### src/rtl/la_pkg.sv
// Shared logic-analyzer definitions: capture state encoding and default geometry.
// No ports; imported by capture_controller and sample_tick_gen.
package la_pkg;

  localparam int unsigned VGA_VISIBLE_W         = 640;
  localparam int unsigned DEFAULT_DEPTH         = VGA_VISIBLE_W;
  localparam int unsigned DEFAULT_CHANNEL_COUNT = 10;
  localparam int unsigned DEFAULT_PRE_TRIG      = 64;
  localparam int unsigned DEFAULT_DIV_W         = 16;

  typedef enum logic [2:0] {
    ST_IDLE      = 3'd0,
    ST_PRE       = 3'd1,
    ST_WAIT_TRIG = 3'd2,
    ST_POST      = 3'd3,
    ST_DONE      = 3'd4
  } cap_state_t;

endpackage

### src/rtl/capture_controller_sample_tick_gen.sv
// sample_tick_gen: two-flop synchroniser for the probe inputs plus the
// programmable sample-rate divider.
// Ports:
//   clk, reset       clock, async active-high reset
//   chan_in          raw asynchronous probe inputs
//   chan_enable      per-channel enable, disabled channels read as 0
//   sample_div       tick every sample_div+1 clocks
//   clear            restart the divider from 0 on the next clock
//   s                synchronised, enable-masked sample
//   tick             high on the clock where the divider reaches sample_div
module sample_tick_gen
  import la_pkg::*;
#(
  parameter int unsigned CHANNEL_COUNT = DEFAULT_CHANNEL_COUNT,
  parameter int unsigned DIV_W         = DEFAULT_DIV_W
) (
  input  logic                     clk,
  input  logic                     reset,
  input  logic [CHANNEL_COUNT-1:0] chan_in,
  input  logic [CHANNEL_COUNT-1:0] chan_enable,
  input  logic [DIV_W-1:0]         sample_div,
  input  logic                     clear,
  output logic [CHANNEL_COUNT-1:0] s,
  output logic                     tick
);

  logic [CHANNEL_COUNT-1:0] sync1;
  logic [CHANNEL_COUNT-1:0] sync2;
  logic [DIV_W-1:0]         div_cnt;

  // Synchroniser and divider; the >= wrap keeps the count bounded if
  // sample_div is lowered while counting.
  always_ff @(posedge clk or posedge reset) begin
    if (reset) begin
      sync1   <= '0;
      sync2   <= '0;
      div_cnt <= '0;
    end else begin
      sync1 <= chan_in;
      sync2 <= sync1;
      if (clear || (div_cnt >= sample_div)) begin
        div_cnt <= '0;
      end else begin
        div_cnt <= div_cnt + DIV_W'(1);
      end
    end
  end

  assign s    = sync2 & chan_enable;
  assign tick = (div_cnt == sample_div);

endmodule

### src/rtl/capture_controller.sv
// capture_controller: sequences logic-analyzer acquisition. Paces sampling,
// fills a circular sample buffer with pre-/post-trigger data, freezes it and
// publishes the oldest-sample address for the display path.
// Ports:
//   clk, reset                 clock, async active-high reset
//   chan_in, chan_enable       probe inputs and per-channel enables
//   trig_mask, trig_level      trigger compare mask and required levels
//   sample_div                 sample tick every sample_div+1 clocks
//   arm, stop                  start/restart and abort pulses (stop wins)
//   continuous, frame_start    auto re-arm on frame start while DONE
//   mem_we, mem_addr, mem_wdata  sample buffer write port
//   start_addr, done           oldest-sample address, valid while done
//   busy                       capture in progress
module capture_controller
  import la_pkg::*;
#(
  parameter int unsigned CHANNEL_COUNT = DEFAULT_CHANNEL_COUNT,
  parameter int unsigned DEPTH         = DEFAULT_DEPTH,
  parameter int unsigned PRE_TRIG      = DEFAULT_PRE_TRIG,
  parameter int unsigned DIV_W         = DEFAULT_DIV_W,
  localparam int unsigned AW           = $clog2(DEPTH)
) (
  input  logic                     clk,
  input  logic                     reset,
  input  logic [CHANNEL_COUNT-1:0] chan_in,
  input  logic [CHANNEL_COUNT-1:0] chan_enable,
  input  logic [CHANNEL_COUNT-1:0] trig_mask,
  input  logic [CHANNEL_COUNT-1:0] trig_level,
  input  logic [DIV_W-1:0]         sample_div,
  input  logic                     arm,
  input  logic                     stop,
  input  logic                     continuous,
  input  logic                     frame_start,
  output logic                     mem_we,
  output logic [AW-1:0]            mem_addr,
  output logic [CHANNEL_COUNT-1:0] mem_wdata,
  output logic [AW-1:0]            start_addr,
  output logic                     done,
  output logic                     busy
);

  localparam int unsigned POST_N    = DEPTH - PRE_TRIG - 1;
  localparam int unsigned PRE_LAST  = (PRE_TRIG > 0) ? PRE_TRIG - 1 : 0;
  localparam int unsigned POST_LAST = (POST_N > 0) ? POST_N - 1 : 0;

  cap_state_t               state;
  logic [AW-1:0]            wr_ptr;
  logic [AW-1:0]            trig_ptr;
  logic [AW-1:0]            pre_cnt;
  logic [AW-1:0]            post_cnt;

  logic [CHANNEL_COUNT-1:0] s;
  logic                     tick;
  logic                     capturing_c;
  logic                     start_c;
  logic                     write_c;
  logic                     match_c;
  cap_state_t               arm_state_c;
  logic [AW-1:0]            wr_ptr_inc_c;
  logic [AW-1:0]            oldest_c;

  sample_tick_gen #(
    .CHANNEL_COUNT(CHANNEL_COUNT),
    .DIV_W        (DIV_W)
  ) u_tick (
    .clk        (clk),
    .reset      (reset),
    .chan_in    (chan_in),
    .chan_enable(chan_enable),
    .sample_div (sample_div),
    .clear      (start_c),
    .s          (s),
    .tick       (tick)
  );

  assign capturing_c = (state == ST_PRE) || (state == ST_WAIT_TRIG) || (state == ST_POST);
  // Any (re)start of a capture; stop always overrides.
  assign start_c     = !stop && (arm || ((state == ST_DONE) && continuous && frame_start));
  // A restarting or aborting cycle does not store its sample.
  assign write_c     = capturing_c && tick && !stop && !arm;
  assign match_c     = ((s ^ trig_level) & trig_mask) == '0;
  // With no pre-trigger window the capture begins directly in WAIT_TRIG.
  assign arm_state_c = (PRE_TRIG == 0) ? ST_WAIT_TRIG : ST_PRE;

  assign wr_ptr_inc_c = (wr_ptr == AW'(DEPTH - 1)) ? '0 : wr_ptr + AW'(1);
  assign oldest_c     = (trig_ptr >= AW'(PRE_TRIG)) ? trig_ptr - AW'(PRE_TRIG)
                                                    : trig_ptr + AW'(DEPTH - PRE_TRIG);

  // Capture FSM with registered buffer-write and status outputs.
  always_ff @(posedge clk or posedge reset) begin
    if (reset) begin
      state      <= ST_IDLE;
      wr_ptr     <= '0;
      trig_ptr   <= '0;
      pre_cnt    <= '0;
      post_cnt   <= '0;
      mem_we     <= 1'b0;
      mem_addr   <= '0;
      mem_wdata  <= '0;
      start_addr <= '0;
      done       <= 1'b0;
      busy       <= 1'b0;
    end else begin
      mem_we <= write_c;
      if (write_c) begin
        mem_addr  <= wr_ptr;
        mem_wdata <= s;
        wr_ptr    <= wr_ptr_inc_c;
      end

      if (stop) begin
        state <= ST_IDLE;
        busy  <= 1'b0;
        done  <= 1'b0;
      end else if (start_c) begin
        state    <= arm_state_c;
        pre_cnt  <= '0;
        post_cnt <= '0;
        busy     <= 1'b1;
        done     <= 1'b0;
      end else begin
        case (state)
          ST_IDLE: begin
            busy <= 1'b0;
            done <= 1'b0;
          end
          ST_PRE: begin
            if (tick) begin
              if (pre_cnt == AW'(PRE_LAST)) begin
                state <= ST_WAIT_TRIG;
              end else begin
                pre_cnt <= pre_cnt + AW'(1);
              end
            end
          end
          ST_WAIT_TRIG: begin
            if (tick && match_c) begin
              trig_ptr <= wr_ptr;
              post_cnt <= '0;
              if (POST_N == 0) begin
                state <= ST_DONE;
                busy  <= 1'b0;
              end else begin
                state <= ST_POST;
              end
            end
          end
          ST_POST: begin
            if (tick) begin
              if (post_cnt == AW'(POST_LAST)) begin
                state <= ST_DONE;
                busy  <= 1'b0;
              end else begin
                post_cnt <= post_cnt + AW'(1);
              end
            end
          end
          ST_DONE: begin
            // Publish one cycle after the final write so done never overlaps mem_we.
            done       <= 1'b1;
            start_addr <= oldest_c;
          end
          default: begin
            state <= ST_IDLE;
            busy  <= 1'b0;
            done  <= 1'b0;
          end
        endcase
      end
    end
  end

endmodule

### config.mk
export PLATFORM = sky130hd
export DESIGN_NAME = capture_controller
export DESIGN_NICKNAME = d
export VERILOG_FILES = /design/src/rtl/la_pkg.sv /design/src/rtl/capture_controller_sample_tick_gen.sv /design/src/rtl/capture_controller.sv
export SDC_FILE = /design/constraint.sdc
export NUM_CORES = 1
export LEC_CHECK = 0
export BUFFER_PORTS_ARGS = -buffer_cell sky130_fd_sc_hd__buf_2
export CAP_MARGIN = 20
export CORE_MARGIN = 2
export CORE_UTILIZATION = 51
export CTS_CLUSTER_SIZE = 20
export DETAILED_ROUTE_END_ITERATION = 12
export GPL_ROUTABILITY_DRIVEN = 1
export MAX_ROUTING_LAYER = met4
export PLACE_DENSITY = 0.79
export SLEW_MARGIN = 5
export SYNTH_ARGS = -nofsm -noshare
export SYNTH_HDL_FRONTEND = slang
export SYNTH_SLANG_ARGS = --single-unit
### constraint.sdc
create_clock -name clk -period 3.55 [get_ports clk]
set_input_delay 0.5325 -clock clk [delete_from_list [all_inputs] [get_ports clk]]
set_output_delay 0.5325 -clock clk [all_outputs]
set_load 0.005 [all_outputs]
**After elaboration in Yosys (flattened, before gate mapping)**

Index checks and enable logic that the tools add are counted.

- Magnitude comparators: 2
- Reductions and logical operators: 27
- Bitwise gates (word level): 5
- Eq/ne operators: 20
- Add/subtract/negate cells: 6
- Muxes and demuxes: 28

Operator list:

| kind | number |
|---|---|
| 10-bit 2-to-1 mux | 10 |
| 10-bit by 1-bit adder with 10-bit output (second input constant) | 3 |
| 3-bit 2-to-1 mux | 7 |
| 10-bit AND | 2 |
| 10-bit == test (second input constant) | 2 |
| 10-bit case mux with 2 select lines | 1 |
| 16-bit by 1-bit adder with 16-bit output (second input constant) | 1 |
| 16-bit == test | 1 |
| 16-bit greater-or-equal comparator | 1 |
| 16-bit 2-to-1 mux | 1 |
| 3-bit by 1-bit != test with 1-bit output (second input constant) | 4 |
| 4-bit by 2-bit != test with 1-bit output (second input constant) | 3 |
| 3-bit case mux with 4 select lines | 1 |
| 10-bit adder (second input constant) | 1 |
| 10-bit by 6-bit == test with 1-bit output (second input constant) | 1 |
| 10-bit by 7-bit greater-or-equal comparator with 1-bit output (second input constant) | 1 |
| 10-bit zero test | 1 |
| 10-bit by 7-bit subtractor with 10-bit output (second input constant) | 1 |
| 10-bit XOR | 1 |
| 4-bit by 3-bit != test with 1-bit output (second input constant) | 2 |
| 4-bit AND reduction | 2 |
| 1-bit logical AND | 7 |
| 3-bit by 2-bit == test with 1-bit output (second input constant) | 2 |
| 1-bit 2-to-1 mux | 6 |
| 16 further kinds | 26 |

- Logic and storage cells: 102
- Flip-flop bits (word level): 112

**Logic depth before layout (Yosys ltp)**

- Depth in word-level cells: 9
- Mapped depth: 9

**Hierarchy**

From an unflattened synthesis, not the netlist that was laid out.

- Cells, all modules: 497
- Area, all modules: 5547.8 um2

Modules (own cells, without submodules):

| module | cells an instance | area each (um2) | times used |
|---|---|---|---|
| capture_controller | 333 | 3708.6 | 1 |
| sample_tick_gen | 164 | 1839.3 | 1 |

**Least setup slack after synthesis**

Ideal clock, no wire load.

- Path kind: input-to-reg
- From: input port sample_div[13]
- To: register wr_ptr[8]
- Setup time: 0.125 ns
- Data required time: 3.425 ns
- Data arrival time: 2.361 ns
- Slack: 1.064 ns
- Stages: 7
- Path through: inv_1 > ha_1 > nand4_2 > nor4_4 > nand3b_1 > or4_1 > xnor2_1

- Cells in the longest elaborated chain, start to end: 4

RTL lines:

| item | RTL line | source |
|---|---|---|
| from (decl) | capture_controller.sv:29 | `input logic [DIV_W-1:0] sample_div,` |
| 16-bit == test | capture_controller_sample_tick_gen.sv:50 | `assign tick = (div_cnt == sample_div);` |
| 1-bit logical AND (3 in a row) | capture_controller.sv:80 | `assign write_c = capturing_c && tick && !stop && !arm;` |
| to (signal assigned) | capture_controller.sv:108 | `wr_ptr <= wr_ptr_inc_c;` |
| to (decl) | capture_controller.sv:47 | `logic [AW-1:0] wr_ptr;` |

No other way between the ends.
A chain may end at the register's enable or synchronous reset.

**Final worst setup path**

- From: register u_tick.div_cnt[3]
- To: register wr_ptr[8]

- Cells in the longest elaborated chain, start to end: 4

RTL lines:

| item | RTL line | source |
|---|---|---|
| from (decl) | capture_controller_sample_tick_gen.sv:29 | `logic [DIV_W-1:0] div_cnt;` |
| from (signal assigned) | capture_controller_sample_tick_gen.sv:44 | `div_cnt <= div_cnt + DIV_W'(1);` |
| 16-bit == test | capture_controller_sample_tick_gen.sv:50 |  |
| 1-bit logical AND (3 in a row) | capture_controller.sv:80 |  |

No other way between the ends.

==> impl_metrics.csv <==
group,metric,value,unit
die,initial_utilization,52.9,%
timing,skew,0.00955,ns
timing,drv_slew,0,
route,ant_nets,0,
synth,synth_nets,627,
route,first_pass_iters,4,
timing,slew_headroom,47.2,%
timing,setup_slack,0.725,ns
pwr,power.density,355,mW/mm2
die,die_area,0.0116,mm2
synth,synth_cells,541,
synth,synth_top_area_share,51.1,%
timing,finalCritPeriodShare,79.6,%
route,avgRoutedWirePerCell,14.6,um
synth,synthArstFlopShare,100,%
die,row_count,37,
clock_network,holdBufCountCts,0,
clock_network,clk_pin_slew,0.10,ns
route,drc,0,
setup_path,worstPathArrival,3.09,ns
route,vias,4184,
timing,hold_viol,0,
synth,yosysWarnings,0,
place,io_buffers,94,
global_route,grt_pass1_vias,4130,
synth,syn-cell-area,0.00548,mm2
clock_network,ctsRootBufferMaster,"clkbuf_8",
synth,ys_seq_elements,112,
global_route,grt_max_degree,58,
global_route,grt_usage,21.5,%
pwr,cellLeakagePower,3.18,nW
clock_network,clock_sinks,112,
place,dpl_cell_area,0.00609,mm2
clock_network,cts_tree,"built",
synth,avgSynthCellArea,10.1,um2
final_layout,areaGrowthSynthToFinish,14.3,%
worst_hold_path,min_path_type,"input port to register",
synth,ys.flop_type,"dfrtp_1",
setup_path,start_kind,"register",
synth,yosys.cell_types.count,60,
route,viasPerCell,5.41,
clock_network,cts_buffers,9,
timing,period_needed,2.83,ns
synth,synthTopCellsByArea,"dfrtp_1, ha_1, nand2_1",
timing,setup_tns,0,ns
timing,max_freq,354,MHz
final_layout,drive_gt1_share,23.7,%
die,die_w,108,um
place,place_congestion,0.876,
die,die_y,108,um
die,core,0.0104,mm2
route,drtIter0Drc,171,
final_layout,num_antenna_cells,0,
clock_network,cts_buffer_depth,2,
pwr,ir_drop,208,uV
timing,setup_viol,0,
global_route,grt_pass1_wl,19200,um
setup_path,critPathKind,"register to register",
die,ioPinCount,95,
setup_path,end_kind,"register",
route,wl,11300,um
clock_network,post_cts_buffers,0,
timing,rsz0062_at_grt,"no",
setup_path,crit_fanout,10,
timing,tightestPinTransition,0.790,ns
clock_network,clk_latency,0.37,ns
place,place_hpwl,8410,um
flow_run,maxCapViolations,0,
clock_network,cts_resized,0,
place,post-place-ws,0.523,ns
synth,netlist.top_cell.by_area,"dfrtp_1",
global_route,grt_remaining_overflow,0,
final_layout,final_area,0.00626,mm2
synth,synth_edf_count,0,
final_layout,fin_nets,720,
setup_path,cp.required,3.81,ns
clock_network,htree_levels,3,
global_route,antenna_found_initial,0,
run_status,status,"finished clean",
synth,yosysSeqAreaShare,51.1,%
-- where the power goes --
group	total [mW]	leakage, nW	internal [mW]	switching (mW)
Combinational	0.197	1.59	0.0861	0.111
Clock	0.691	0.0911	0.257	0.433
Sequential	1.34	1.50	1.30	0.0303
Total	2.22	3.18	1.65	0.575
-- final timing paths --
kind,startpoint,to,slack (ns),cells past startpoint
max,u_tick.div_cnt[3],wr_ptr[8],0.72,6
min reg2reg,u_tick.sync1[5],u_tick.sync2[5],0.36,0
min,chan_in[3],u_tick.sync1[3],0.26,1
max reg2reg,u_tick.div_cnt[3],wr_ptr[8],0.72,6
max in group asynchronous,reset,trig_ptr[4],2.52,3
min in group asynchronous,reset,u_tick.div_cnt[6],0.27,2
-- worst max-delay path, cell delays in order (launching register included) --
cell	delay (ns)
dfrtp_1	0.45
ha_1	0.34
nand4_1	0.20
nor4_4	0.63
nand3b_1	0.36
or4_1	0.60
xnor2_1	0.14
-- logic make-up after synthesis --
logic type,after synthesis,share of synthesized area (%)
AOI/OAI and AO/OA,87,10.0
xor gates and xnor gates,33,5.27
adders and majority gates,24,5.48
buffers and inverters,54,3.81
DFF,112,51.1
muxes,24,4.86
and+or+nand+nor,207,19.4
-- registers in the layout, indices dropped and copies added (netlist names), 3 cells and up --
name,count
u_tick.div_cnt,16
mem_addr,10
mem_wdata,10
post_cnt,10
pre_cnt,10
start_addr,10
trig_ptr,10
u_tick.sync1,10
u_tick.sync2,10
wr_ptr,10
state,3
-- cells in the mapped netlist (all sizes together) (5+ instances only) --
library cell / instances
o21ai: 31
nand2b: 5
nand4: 13
dfrtp: 112
nor2: 43
and3: 9
or3: 5
clkbuf: 12
nand3: 22
a31oi: 5
inv: 39
xnor2: 19
mux2: 21
xor2: 14
nor3: 8
nand2: 76
ha: 24
a21oi: 23
-- per-stage QoR --
step | std cells | hold WS, ns | power [mW] | utilization (%)
after floorplan | 541 | 0.331 | 1.48 | -
after detailed placement | 758 | 0.335 | 1.56 | 58.7
after CTS | 773 | 0.239 | 2.24 | 60.3
after global routing | 774 | 0.236 | 2.32 | 60.4
after global placement | 758 | 0.331 | 1.55 | 58.7
final | 774 | 0.257 | 2.22 | 60.4
-- cell usage in the layout, fill, tap and decap left out, types with 5 or more instances in the layout --
cell type	n
nand2b_1	5
inv_1	38
and3_1	9
nand4_1	11
clkbuf_8	9
dfrtp_1	112
mux2_2	21
o21ai_0	29
buf_2	94
ha_1	24
xnor2_1	19
nand3_1	21
a21oi_1	22
or3_1	5
nand2_1	75
nor3_1	8
nor2_1	43
xor2_1	14
a31oi_1	5
-- routing by layer --
layer	up-vias	part of all wire, %	track usage (%)
li1	2059	-	-
met2	103	47	33.9
met1	2011	47	28.8
met4	0	1.0	7.14
met5	-	0	-
met3	11	4.4	3.15
-- layout make-up --
class	count	area (um2)
Fill cell	921	4110
Clock inverter	6	43.8
Sequential cell	112	2800
Tap cell	136	170
Timing Repair Buffer	97	505
Clock buffer	9	124
Multi-Input combinational cell	375	2470
Inverter	39	149
Power figures use the tool's default switching activity.
